**config.mk**
```make
export PLATFORM = sky130hd
export DESIGN_NAME = bsc_ompss_stream_to_hs_adapter
export DESIGN_NICKNAME = d
export VERILOG_FILES = /design/src/rtl/bsc_ompss_stream_to_hs_adapter.sv
export SDC_FILE = /design/constraint.sdc
export NUM_CORES = 1
export LEC_CHECK = 0
export BUFFER_PORTS_ARGS = -buffer_cell sky130_fd_sc_hd__buf_2
export CELL_PAD_IN_SITES_DETAIL_PLACEMENT = 1
export CELL_PAD_IN_SITES_GLOBAL_PLACEMENT = 1
export CORE_MARGIN = 3
export CORE_UTILIZATION = 36
export CTS_CLUSTER_SIZE = 20
export DETAILED_ROUTE_END_ITERATION = 12
export GPL_ROUTABILITY_DRIVEN = 0
export PLACE_DENSITY_LB_ADDON = 0.1
export SLEW_MARGIN = 20
export SYNTH_ARGS = -nofsm -noshare
export SYNTH_HDL_FRONTEND = slang
export SYNTH_SLANG_ARGS = --single-unit
export TNS_END_PERCENT = 100
```
**constraint.sdc**
```tcl
create_clock -name aclk -period 6.3 [get_ports aclk]
set_input_delay 0.315 -clock aclk [delete_from_list [all_inputs] [get_ports aclk]]
set_output_delay 0.315 -clock aclk [all_outputs]
set_load 0.1 [all_outputs]
```
**src/rtl/bsc_ompss_stream_to_hs_adapter.sv**
```systemverilog
// AXI-Stream to HLS ap_vld/ap_ack input adapter with a small word FIFO and packet tracking.
// Optional tid filter enabled by defining BSC_OMPSS_STREAM_TO_HS_TID_FILTER_EN.
module bsc_ompss_stream_to_hs_adapter #(
  parameter int FIFO_DEPTH = 4,
  parameter int TID_WIDTH  = 4,
  parameter int ACCID      = 0
) (
  input  logic                          aclk,
  input  logic                          areset,
  input  logic [63:0]                   inStream_tdata,
  input  logic [2:0]                    inStream_tdest,
  input  logic [TID_WIDTH-1:0]          inStream_tid,
  input  logic                          inStream_tlast,
  input  logic                          inStream_tvalid,
  output logic                          inStream_tready,
  output logic [67:0]                   out_hs,
  output logic                          out_hs_ap_vld,
  input  logic                          out_hs_ap_ack,
  output logic [$clog2(FIFO_DEPTH):0]   level,
`ifdef BSC_OMPSS_STREAM_TO_HS_TID_FILTER_EN
  output logic                          pkt_open,
  output logic                          drop_err
`else
  output logic                          pkt_open
`endif
);

  localparam int PW   = $clog2(FIFO_DEPTH);
  localparam int LW   = PW + 1;
  localparam int HS_W = 68;

`ifdef BSC_OMPSS_STREAM_TO_HS_TID_FILTER_EN
  typedef enum logic [1:0] {ST_IDLE, ST_MID_PKT, ST_DROP} state_t;
`else
  typedef enum logic [0:0] {ST_IDLE, ST_MID_PKT} state_t;
`endif

  logic [HS_W-1:0] mem_q [FIFO_DEPTH];
  logic [PW-1:0]   wr_ptr_q, wr_ptr_d;
  logic [PW-1:0]   rd_ptr_q, rd_ptr_d;
  logic [LW-1:0]   level_q, level_d;
  state_t          state_q, state_d;
  logic            pkt_open_q, pkt_open_d;
  logic            full, push_acc, pop_acc, wr_en, drop_beat;

  // tready depends only on the level register and reset, never on ack
  assign full            = (level_q == LW'(FIFO_DEPTH));
  assign inStream_tready = !full && !areset;
  assign push_acc        = inStream_tvalid && inStream_tready;
  assign pop_acc         = (level_q != '0) && out_hs_ap_ack;

`ifdef BSC_OMPSS_STREAM_TO_HS_TID_FILTER_EN
  logic drop_err_q, drop_err_d;

  assign drop_beat = push_acc &&
                     ((state_q == ST_DROP) ||
                      ((state_q == ST_IDLE) && (inStream_tid != TID_WIDTH'(ACCID))));
  assign drop_err  = drop_err_q;
`else
  logic unused_tid;

  assign unused_tid = ^{inStream_tid, TID_WIDTH'(ACCID)};
  assign drop_beat  = 1'b0;
`endif

  assign wr_en         = push_acc && !drop_beat;
  assign out_hs        = mem_q[rd_ptr_q];
  assign out_hs_ap_vld = (level_q != '0);
  assign level         = level_q;
  assign pkt_open      = pkt_open_q;

  always_comb begin
    wr_ptr_d = wr_ptr_q + PW'(wr_en);
    rd_ptr_d = rd_ptr_q + PW'(pop_acc);
    level_d  = level_q + LW'(wr_en) - LW'(pop_acc);
    state_d  = state_q;
    if (push_acc) begin
      case (state_q)
        ST_IDLE: begin
`ifdef BSC_OMPSS_STREAM_TO_HS_TID_FILTER_EN
          if (!inStream_tlast) state_d = drop_beat ? ST_DROP : ST_MID_PKT;
`else
          if (!inStream_tlast) state_d = ST_MID_PKT;
`endif
        end
        default: begin
          if (inStream_tlast) state_d = ST_IDLE;
        end
      endcase
    end
    pkt_open_d = (state_d != ST_IDLE);
`ifdef BSC_OMPSS_STREAM_TO_HS_TID_FILTER_EN
    drop_err_d = drop_err_q || drop_beat;
`endif
  end

  always_ff @(posedge aclk) begin
    if (areset) begin
      wr_ptr_q   <= '0;
      rd_ptr_q   <= '0;
      level_q    <= '0;
      state_q    <= ST_IDLE;
      pkt_open_q <= 1'b0;
`ifdef BSC_OMPSS_STREAM_TO_HS_TID_FILTER_EN
      drop_err_q <= 1'b0;
`endif
    end else begin
      wr_ptr_q   <= wr_ptr_d;
      rd_ptr_q   <= rd_ptr_d;
      level_q    <= level_d;
      state_q    <= state_d;
      pkt_open_q <= pkt_open_d;
`ifdef BSC_OMPSS_STREAM_TO_HS_TID_FILTER_EN
      drop_err_q <= drop_err_d;
`endif
    end
  end

  // Storage is not reset; wr_en is low during reset because tready is
  always_ff @(posedge aclk) begin
    if (wr_en) mem_q[wr_ptr_q] <= {inStream_tdata, inStream_tdest, inStream_tlast};
  end

endmodule

```
---- Yosys cells after proc, flatten, opt, wreduce, memory -nomap -nowiden ----
Memory sizes are Yosys's and may differ from the RTL's. A register that Yosys moved wholly into a read port is not among the register bits.
Index checks and enable logic that the tools add are counted.
storage, ports and cells
  register bits ........................... 8
  output and inout bits ................... 74
  memories kept ........................... 1
  word-level logic and storage cells ...... 20
  RAM bits ................................ 272
  input bits .............................. 76
memory list
  name   depth  bits a word  rd ports  clocked after memory_dff  wr ports  RTL line  RTL
  mem_q  4      68           1         1                         1         38        logic [HS_W-1:0] mem_q [FIFO_DEPTH];
cells by class
  equal/unequal tests ..................... 1
  reductions and logical operators ........ 6
  mux-type cells .......................... 4
  add/sub/neg operators ................... 4
operators with widths
  cell                                         count
  2-bit by 1-bit adder with 2-bit output       2
  3-bit by 1-bit adder with 3-bit output       1
  3-bit == test, second input constant         1
  1-bit logical AND                            3
  1-bit 2-to-1 mux                             3
  3-bit nonzero test                           1
  3-bit by 1-bit subtractor with 3-bit output  1
  1-bit zero test                              2
  2-bit 2-to-1 mux                             1

---- Logic depth before layout (Yosys ltp) ----
  depth in word-level cells ............... 6
  depth in mapped cells ................... 9
  gate-level depth less buffers ........... 9

---- Worst setup path after synthesis ----
No wires, ideal clock.
  path kind ............................... reg2reg
  from .................................... register level_q[1], in the netlist level[1]
  to ...................................... memory mem_q[1][0], enable pin
  clock period less this slack ............ 7.055 ns
  arrival time ............................ 6.463 ns
  buffers on the path ..................... 0
  cell stages (with the launch flop) ...... 4
  data required time ...................... 5.708 ns
  slack ................................... -0.755 ns
  setup time .............................. 0.592 ns
  path through ............................ dfxtp_1 -> or3b_4 -> nand3b_4 -> nor3b_1
between the ends
  longest elaborated chain between the ends .. 6
ends and longest elaborated chain
  what                                    RTL line  RTL
  start, declared                         41        logic [LW-1:0] level_q, level_d;
  start signal, assigned                  110       level_q <= level_d;
  3-bit == test                           47        assign full = (level_q == LW'(FIFO_DEPTH));
  1-bit zero test                         48        assign inStream_tready = !full && !areset;
  1-bit logical AND                       48
  1-bit logical AND                       49        assign push_acc = inStream_tvalid && inStream_tready;
  1-bit 2-to-1 mux                        121       if (wr_en) mem_q[wr_ptr_q] <= {inStream_tdata, inStream_tdest, inStream_tlast};
  1-bit 2-to-1 mux (not written as such)  121
  end, declared                           38
No other way between the ends.

==> out/metrics.yaml <==
cts_resized: 0
cp-end-kind: "output pin"
synth_nets: 476
yosys.area.top_type: "edfxtp_1"
viasPerCell: 4.743
period_share_pct: 53.38
r2r_slack_ps: 3780
fin_crit_ps: 3363
power_density_nw_per_um2: 464.5
finalCoreUtilization_pct: 46.82
core_um2: 27930
ys_types: 26
post_drt_wl_per_cell_um: 19.91
cts_max_level: 1
peakVddDrop_v: 0.0003563
antenna_found_initial: 1
fmax_mhz: 297.4
dp_hpwl_mm: 11.68
rr_startpoint: "level[1]"
cp_max_fo: 39
synth-simple-area-share_pct: 1.124
syn_area_per_cell_um2: 25.81
layout-drive-gt1-share_pct: 41.62
rr_endpoint: "mem_q[3][51]"
synth_most_common_cell: "edfxtp_1"
leakage_nw: 4.379
vias: 4909
nNetsFinal: 712
synth-edff-count: 272
drt_first_pass_iters: 4
synth_mux_area_share_pct: 14.95
setup_viol: 0
nFillCells: 2593
drv_cap: 0
grt_usage_pct: 13.58
place_area_um2: 11420
cts_buffer_depth: 3
status: "finished clean"
final_cell_area_um2: 13080
synth.area.top_cells: "edfxtp_1 80%, mux4_2 15%, dfxtp_1 1.6%"
io_pins: 150
path_class: "reg2out"
clock_sinks: 280
post_cts_buffers: 0
critical_path_required_ps: 5980
synth_cells: 397
critPathLaunch: "rd_ptr_q[0]"
ys.flop_type: "edfxtp_1"
synth_top_area_share_pct: 79.73
worstMarginPinSlew_ps: 810.5
start_util_pct: 36.67
slew_viol_final: 0
clock_tree.root_cell: "clkbuf_16"
layoutNonFillerInstCount: 1035
grt_max_degree: 46
seq_area_frac_synth_pct: 81.29
ys_warn_count: 0
clk_pin_slew_ps: 60
hold_path.class: "in2reg"
synth_top_family_by_area: "multiplexers"
postCtsHoldBufs: 67
postRouteAntennaNets: 0
cts_tree: "yes"
die_area_um2: 30520
die_width_um: 174.7
critPathLaunchType: "register"
finalPower_mw: 6.075
drc_errors: 0
finalClockSkew_ps: 14.63
drt_iter0_drc: 286
grt_pass1_vias: 5523
wl_mm: 20.61
async_flop_share_pct: 0
dp_cells: 912
reg2reg_depth: 5
synthAdderAreaFrac_pct: 0.4397
overflow: 0
netlist_area_um2: 10240
timing.slew.headroom_pct: 45.97
crit_path_end: "out_hs[31]"
areaGrowthSynthToFinish_pct: 27.66
clock_latency_ps: 540
synth_compound_area_share_pct: 0.2931
die_y_um: 174.7
rsz0062_at_grt: "false"
critical_path_arrival_ps: 3050
synth_seq_cells: 280
cts_buffers: 30
rows: 61
yosys-top-cells-count: "272 x edfxtp_1, 68 x mux4_2, 8 x dfxtp_1, 7 x buf_2, 7 x buf_6"
port_buffers: 145
yosys.area_share.xor_xnor_pct: 0.5129
grt_pass1_wl_mm: 32.29
regArea_um2: 8335
fin_setup_tns_ps: 0
multi_input_area_um2: 1813
finalHoldViolCount: 0
[how the worst min path moves through the flow]
stage / start / to / slack, ps / cells past startpoint
after floorplan: inStream_tlast / mem_q[0][0] / 410 / 0
after global placement: inStream_tdata[44] / mem_q[2][48] / 520 / 1
after detailed placement: pkt_open / pkt_open / 520 / 2
after CTS: inStream_tlast / mem_q[1][0] / 1 / 1
after global routing: inStream_tlast / mem_q[1][0] / 20 / 1
final: inStream_tlast / mem_q[1][0] / 20 / 1
[flip-flops by register name, summed over array words and instances, names as in the netlist]
register / flops
wr_ptr_q: 2
mem_q: 272
level: 3
pkt_open: 1
rd_ptr_q: 2
[metal layers]
| metal | GRT usage [%] | share of wire, % | routed length (µm) |
|---|---|---|---|
| met1 | 18.24 | 43 | 8828 |
| met4 | 2.726 | 0.99 | 204 |
| met3 | 2.977 | 5.5 | 1143 |
| met5 | 0 | 0 | 0 |
| met2 | 23.06 | 51 | 10440 |
[placed cells by master, fill, tap and decap left out, types with 2 or more instances in the layout]
master,count
mux4_2,68
dfxtp_1,6
clkbuf_1,7
edfxtp_1,272
buf_4,9
nor3b_4,2
xnor2_1,4
bufinv_16,4
dlygate4sd3_1,67
dfxtp_4,2
clkinv_1,7
nor2b_1,3
clkbuf_16,31
buf_2,145
clkinv_2,5
ha_1,2
xor2_1,2
nor2_1,5
[through the flow]
stage | hold WS [ps] | setup WS [ps]
final | 23.37 | 2937
after global placement | 524.0 | 3305
after global routing | 18.87 | 2602
after floorplan | 413.9 | 1647
after detailed placement | 516.0 | 3325
after CTS | 1.381 | 2755
[cell type report]
type / count / share of cell area (%)
Sequential cell: 280 / 63.73
Multi-Input combinational cell: 98 / 13.86
Timing Repair Buffer: 221 / 11.19
Clock buffer: 38 / 6.132
Tap cell: 378 / 3.616
Clock inverter: 17 / 1.368
Inverter: 2 / 0.07653
Antenna cell: 1 / 0.01913
[cells by family after synthesis]
family                     count (synthesis)
AOI/OAI and AO/OA                          4
xor gates and xnor gates                   6
adders and majority gates                  3
buffers and inverters                     19
DFF                                      280
muxes                                     68
and+or+nand+nor                           17
[critical path: stages, from the launching register on]
cell,delay [ps]
dfxtp_4,790
buf_4,770
mux4_2,620
buf_2,310
[power by group]
part | leakage (nW) | switching [mW] | internal, mW
logic | 1.37 | 1.64 | 0.470
registers | 2.53 | 0.0945 | 2.14
clock network | 0.477 | 0.672 | 1.06
Note: power is estimated with default switching activity, not from simulation.
